### src/rtl/mul32_iter_if.sv
// Request/result bundle for the iterative multiplier: operands and start in; busy, done and HI/LO out.
interface mul32_iter_if;
  logic        start;
  logic        Sign;
  logic [31:0] A;
  logic [31:0] B;
  logic        busy;
  logic        done;
  logic [31:0] HI;
  logic [31:0] LO;

  modport master (output start, Sign, A, B, input busy, done, HI, LO);
  modport slave  (input start, Sign, A, B, output busy, done, HI, LO);
endinterface

### src/rtl/mul32_iter.sv
// Iterative 32x32 shift-add multiplier, signed/unsigned, 64-bit HI/LO result; start ignored while busy.
// Latency 34 cycles start->done; with MUL_EARLY_EXIT_EN defined it drops to 3 + msb index of |B|.
module adder32 (
  input  logic [31:0] a,
  input  logic [31:0] b,
  input  logic        cin,
  input  logic        sign,
  output logic [31:0] sum,
  output logic        v
);
  logic [32:0] full;

  assign full = {1'b0, a} + {1'b0, b} + {32'b0, cin};
  assign sum  = full[31:0];
  // Signed overflow when sign=1, unsigned carry-out when sign=0
  assign v    = sign ? ((a[31] == b[31]) && (sum[31] != a[31])) : full[32];
endmodule

module mul32_iter (
  input logic         clk,
  input logic         reset,
  mul32_iter_if.slave bus
);
  typedef enum logic [1:0] {IDLE, CALC, FIX, DONE} state_t;

  state_t      state;
  logic [63:0] acc;
  logic [63:0] mcand;
  logic [63:0] acc_sum;
  logic [31:0] mult;
  logic [31:0] mag_a;
  logic [31:0] mag_b;
  logic [31:0] hi;
  logic [31:0] lo;
  logic [5:0]  cnt;
  logic        neg;
  logic        busy_q;
  logic        done_q;
  logic        lo_carry;
  logic        hi_carry;
  logic        last_step;

  assign mag_a = (bus.Sign && bus.A[31]) ? (~bus.A + 32'd1) : bus.A;
  assign mag_b = (bus.Sign && bus.B[31]) ? (~bus.B + 32'd1) : bus.B;

  adder32 u_add_lo (
    .a    (acc[31:0]),
    .b    (mcand[31:0]),
    .cin  (1'b0),
    .sign (1'b0),
    .sum  (acc_sum[31:0]),
    .v    (lo_carry)
  );

  adder32 u_add_hi (
    .a    (acc[63:32]),
    .b    (mcand[63:32]),
    .cin  (lo_carry),
    .sign (1'b0),
    .sum  (acc_sum[63:32]),
    .v    (hi_carry)
  );

`ifdef MUL_EARLY_EXIT_EN
  // Leave once the bits still to be consumed are all zero; the current bit is added this cycle
  assign last_step = (cnt == 6'd31) || (mult[31:1] == 31'd0);
`else
  assign last_step = (cnt == 6'd31);
`endif

  always_ff @(posedge clk or negedge reset) begin
    if (!reset) begin
      state  <= IDLE;
      acc    <= '0;
      mcand  <= '0;
      mult   <= '0;
      cnt    <= '0;
      neg    <= 1'b0;
      hi     <= '0;
      lo     <= '0;
      busy_q <= 1'b0;
      done_q <= 1'b0;
    end else begin
      case (state)
        IDLE, DONE: begin
          done_q <= 1'b0;
          state  <= IDLE;
          if (bus.start) begin
            acc    <= '0;
            mcand  <= {32'b0, mag_a};
            mult   <= mag_b;
            cnt    <= '0;
            neg    <= bus.Sign & (bus.A[31] ^ bus.B[31]);
            busy_q <= 1'b1;
            state  <= CALC;
          end
        end
        CALC: begin
          if (mult[0]) acc <= acc_sum;
          mcand <= {mcand[62:0], 1'b0};
          mult  <= {1'b0, mult[31:1]};
          cnt   <= cnt + 6'd1;
          if (last_step) state <= FIX;
        end
        FIX: begin
          {hi, lo} <= neg ? (~acc + 64'd1) : acc;
          busy_q   <= 1'b0;
          done_q   <= 1'b1;
          state    <= DONE;
        end
        default: state <= IDLE;
      endcase
    end
  end

  // Partial sums of two 32-bit magnitudes always fit in 64 bits
  assert property (@(posedge clk) disable iff (!reset) (state == CALC && mult[0]) |-> !hi_carry);

  assign bus.busy = busy_q;
  assign bus.done = done_q;
  assign bus.HI   = hi;
  assign bus.LO   = lo;
endmodule
### src/flat_wrapper.sv
// flat-port wrapper written by rule: the top's interface ports become plain ports
module mul32_iter_flat 
  (clk, reset, bus_start, bus_Sign, bus_A, bus_B, bus_busy, bus_done, bus_HI, bus_LO);
  mul32_iter_if bus_i ();
  input logic clk;
  input logic reset;
  input wire logic [$bits(bus_i.start)-1:0] bus_start;
  input wire logic [$bits(bus_i.Sign)-1:0] bus_Sign;
  input wire logic [$bits(bus_i.A)-1:0] bus_A;
  input wire logic [$bits(bus_i.B)-1:0] bus_B;
  output wire logic [$bits(bus_i.busy)-1:0] bus_busy;
  output wire logic [$bits(bus_i.done)-1:0] bus_done;
  output wire logic [$bits(bus_i.HI)-1:0] bus_HI;
  output wire logic [$bits(bus_i.LO)-1:0] bus_LO;
  assign bus_i.start = bus_start;
  assign bus_i.Sign = bus_Sign;
  assign bus_i.A = bus_A;
  assign bus_i.B = bus_B;
  assign bus_busy = bus_i.busy;
  assign bus_done = bus_i.done;
  assign bus_HI = bus_i.HI;
  assign bus_LO = bus_i.LO;
  mul32_iter u_core (.clk(clk), .reset(reset), .bus(bus_i));
endmodule
### config.mk
export PLATFORM = sky130hd
export DESIGN_NAME = mul32_iter_flat
export DESIGN_NICKNAME = d
export VERILOG_FILES = /design/src/rtl/mul32_iter_if.sv /design/src/rtl/mul32_iter.sv /design/src/flat_wrapper.sv
export SDC_FILE = /design/constraint.sdc
export NUM_CORES = 1
export LEC_CHECK = 0
export CORE_MARGIN = 4
export CORE_UTILIZATION = 40
export DETAILED_ROUTE_END_ITERATION = 12
export HOLD_SLACK_MARGIN = 0.12
export PLACE_DENSITY = 0.66
export SLEW_MARGIN = 20
export SYNTH_ARGS = -nofsm -noshare
export SYNTH_HDL_FRONTEND = slang
export SYNTH_HIERARCHICAL = 1
export SYNTH_SLANG_ARGS = --single-unit
### constraint.sdc
create_clock -name clk -period 9 [get_ports clk]
set_input_delay 1.8 -clock clk [delete_from_list [all_inputs] [get_ports clk]]
set_output_delay 1.8 -clock clk [all_outputs]
set_load 0.02 [all_outputs]
* After elaboration in Yosys (flattened, before gate mapping)
Index checks and enable logic that the tools add are counted.
Word-level totals: register bits after elaboration 235, input port bits 68, output and inout port bits 66, logic and storage cells 57
Operators by class: add/sub/neg operators 7, equal/unequal tests 7, multiplexer cells 18, bitwise operators 5, reductions and logical operators 10
Operators by type and width (count):
- $mux 64 | 4
- $pmux 64 s2 | 2
- $mux 32 | 3
- $add 32x1->32 const B | 2
- $add 64x1->64 const B | 1
- $not 32->32 | 2
- $not 64->64 | 1
- $pmux 32 s2 | 1
- $add 32x32->33 | 1
- $add 32x1->32 | 1
- $add 32x32->32 | 1
- $pmux 6 s2 | 1
- $add 6x1->6 const B | 1
- $eq 6x5->1 const B | 1
- $mux 6 | 1
- $pmux 2 s3 | 1
- $reduce_and 2->1 | 3
- $eq 2x2->1 const B | 2
- $ne 2x1->1 const B | 2
- $pmux 1 s2 | 2
- $reduce_bool 2->1 | 2
- $reduce_and 3->1 | 1
- $eq 2x1->1 const B | 1
- $logic_and 1x1->1 | 2
- 7 further kinds | 8

* Logic depth before layout (Yosys ltp)
word-level depth 5, mapped depth 24, gate-level depth less buffers 24

* Hierarchy
The synthesis kept the hierarchy.
By module, submodules not included:
- mul32_iter | times used 1, cells an instance 1275, area each 12046.6 sq um
- adder32 at u_core.u_add_hi | times used 1, cells an instance 267, area each 1808.0 sq um
- adder32 at u_core.u_add_lo | times used 1, cells an instance 232, area each 1747.9 sq um

* Worst setup path after synthesis
Ideal clock, no wire load.
path type register -> register, from register u_core.acc[0], to register u_core.acc[56], arrival time 4438 ps, required time 8879 ps, slack 4441 ps, cell stages (with the launch flop) 25, path buffers 0, clock period less this slack 4559 ps, cells stage by stage dfrtp_1 -> inv_1 -> fa_1 -> inv_1 -> fa_1 -> a21oi_1 -> o21bai_1 -> nand4_1 -> a2111o_1 -> nand2_2 -> a211o_4 -> a41oi_1 -> o311ai_1 -> inv_1 -> fa_1 -> inv_1 -> fa_1 -> a21oi_1 -> o21ai_0 -> a21oi_1 -> o2111ai_1 -> a21oi_1 -> o21ai_0 -> xor2_1 -> a22o_1
Between the ends: cells in the longest elaborated chain, start to end 4
RTL lines:
- start, declared | line mul32_iter.sv:27 | logic [63:0] acc;
- start signal, assigned | line mul32_iter.sv:99 | if (mult[0]) acc <= acc_sum;
- $add 32x32->33 | line mul32_iter.sv:13 | assign full = {1'b0, a} + {1'b0, b} + {32'b0, cin};
- named net u_core.lo_carry | line mul32_iter.sv:39 | logic lo_carry;
- $add 32x1->32 | line mul32_iter.sv:13
- named net u_core.acc_sum[56] | line mul32_iter.sv:29 | logic [63:0] acc_sum;
- $mux 64 | line mul32_iter.sv:99
- $pmux 64 s2 | line mul32_iter.sv:84 | case (state)
The timed path passes the listed nets, and every way through them passes these cells. The select of a mux whose other input is x is not followed. A chain may end at the register's enable or synchronous reset.

* Worst setup path in the final report
Ends and elaborated chain as after synthesis.

==> reports/metrics.yaml <==
status: "complete, no violations"
register_area_um2: 5880
diodes: 0
layout_common_cells: "dfrtp_1 (234), a21oi_1 (180), nor2_1 (168), nand2_1 (163), clkdlybuf4s50_1 (132)"
relSlewSlack_pct: 37.3
dp.cells: 2314
slew_viol_final: 0
hold_path_class: "flip-flop to flip-flop"
power_density_nw_per_um2: 386
clock_latency_ns: 0.56
drive_above_1_share_pct: 6.15
finalSetupViolations: 0
antenna_found_initial: 0
hold_viol: 0
grt_max_degree: 125
rows: 71
htree_levels: 1
fillCellCount: 3682
cts.clk_slew.worst_paths_ns: 0.06
pre_cts_slack_ns: 3.84
crit_path_end_kind: "flip-flop"
fin_setup_tns_ns: 0
area_delta_synth_final_pct: 17.4
cp.required_ns: 9.44
arrival_ns: 5.63
clock_skew_ns: 0.0176
fmax_ghz: 0.193
p_leak_nw: 7.90
grt_pass1_wl_um: 69800
dr.pass1.iters: 5
route.detailed.drc: 0
avgRoutedWirePerCell_um: 18.0
start_util_pct: 40.9
syn_inst: 1757
fin_ws_ns: 3.81
core_um2: 37900
post-cts-setup-buffers: 0
first_iter_violations: 929
chipWidth_um: 205
die_area_um2: 42000
ir_drop_uv: 449
multi_input_area_um2: 9110
overflow: 0
tightest_slew_ns: 0.940
mostFrequentLayoutCell: "dfrtp_1"
timing_worst_setup_path_type: "flip-flop to flip-flop"
viasPerCell: 5.68
fin_crit_sh_pct: 57.7
path_max_fanout: 6
grt_pass1_vias: 13100
place.gp.congestion: 0.895
nNetsFinal: 1974
yosys_warnings: 6
port_buffers: 133
final_cells: 2366
cap_violations: 0
dp_hpwl_um: 30200
die-height_um: 205
cts-root-buf: "clkbuf_16"
totalWireLength_um: 42500
rsz0062_at_grt: "no"
min_period_ns: 5.19
synth.avg_cell_area_um2: 8.82
grt.total_usage_pct: 20.0
startpoint_type: "flip-flop"
ant_nets: 0
vias: 13400
clockBufferDepth: 3
syn_area_um2: 15500
cts_tree: "built"
numCtsBuffers: 28
cts_resized: 0
pin_count: 134
postCtsHoldBufs: 0
cts.sinks: 235
-- through the flow --
| step | util, % | hold WS (ns) | cell area [µm²] | total power [mW] |
|---|---|---|---|---|
| floorplan | - | 0.433 | 15500 | 4.60 |
| global placement | 45.4 | 0.448 | 17200 | 5.74 |
| detailed placement | 45.4 | 0.455 | 17200 | 5.82 |
| CTS | 48.0 | 0.473 | 18200 | 7.06 |
| global route | 48.0 | 0.495 | 18200 | 7.54 |
| finish | 48.0 | 0.472 | 18200 | 7.03 |
-- state kept, by name (all words and copies together), names as in the netlist --
signal / cells
u_core/acc: 64
u_core/cnt: 6
u_core/mult: 32
u_core/mcand: 64
u_core/bus.done: 1
u_core/bus.busy: 1
u_core/state: 2
u_core/bus.LO: 32
u_core/neg: 1
u_core/bus.HI: 32
-- critical path, stage by stage (launching register included) --
cell       delay [ns]
dfrtp_1          0.43
inv_1            0.10
fa_1             0.18
inv_1            0.05
fa_1             0.40
a21oi_1          0.22
o21bai_1         0.11
nand4_1          0.12
a2111o_1         0.16
nand2_2          0.09
a211o_4          0.36
a41oi_1          0.21
o311ai_1         0.12
inv_1            0.09
fa_1             0.17
inv_1            0.05
fa_1             0.39
a21oi_1          0.23
o21ai_0          0.11
a21oi_1          0.35
o2111ai_1        0.20
a21oi_1          0.39
o21ai_0          0.18
xor2_1           0.17
a22o_1           0.20
-- final timing paths --
path | startpoint | end | slack (ns) | depth (start not counted)
max in group asynchronous | reset | u_core/neg$_DFFE_PN0P_ | 6.27 | 2
min in group asynchronous | reset | u_core/mcand[16]$_DFFE_PN0P_ | 1.35 | 1
worst min register to register | u_core/mult[29]$_DFFE_PN0P_ | u_core/mult[29]$_DFFE_PN0P_ | 0.47 | 2
worst max-delay path | u_core/acc[0]$_DFFE_PN0P_ | u_core/acc[56]$_DFFE_PN0P_ | 3.81 | 24
worst min-delay path | u_core/mult[29]$_DFFE_PN0P_ | u_core/mult[29]$_DFFE_PN0P_ | 0.47 | 2
worst max register to register | u_core/acc[0]$_DFFE_PN0P_ | u_core/acc[56]$_DFFE_PN0P_ | 3.81 | 24
-- where the power goes --
group          total, mW  switching, mW  leakage (nW)  internal, mW
registers           1.77          0.336          3.00          1.43
clock network       1.22          0.474         0.485         0.742
logic               4.05           2.62          4.41          1.43
total               7.03           3.43          7.90          3.60
-- area by class of cell --
| cell class | instances | area share, % |
|---|---|---|
| multi-input combinational | 1382 | 50.0 |
| sequential | 235 | 32.3 |
| clock buffer | 35 | 4.16 |
| inverter | 41 | 0.845 |
| tap | 511 | 3.51 |
| clock inverter | 17 | 1.31 |
| timing repair buffer | 145 | 7.84 |
-- routing by layer --
layer	vias up	global-route usage, %	wire (µm)
met5	-	0	0
met4	0	4.95	903
met3	65	2.74	2540
met2	395	30.6	18500
met1	6409	29.9	20600
li1	6572	-	-
(Power assumes the default switching activity.)
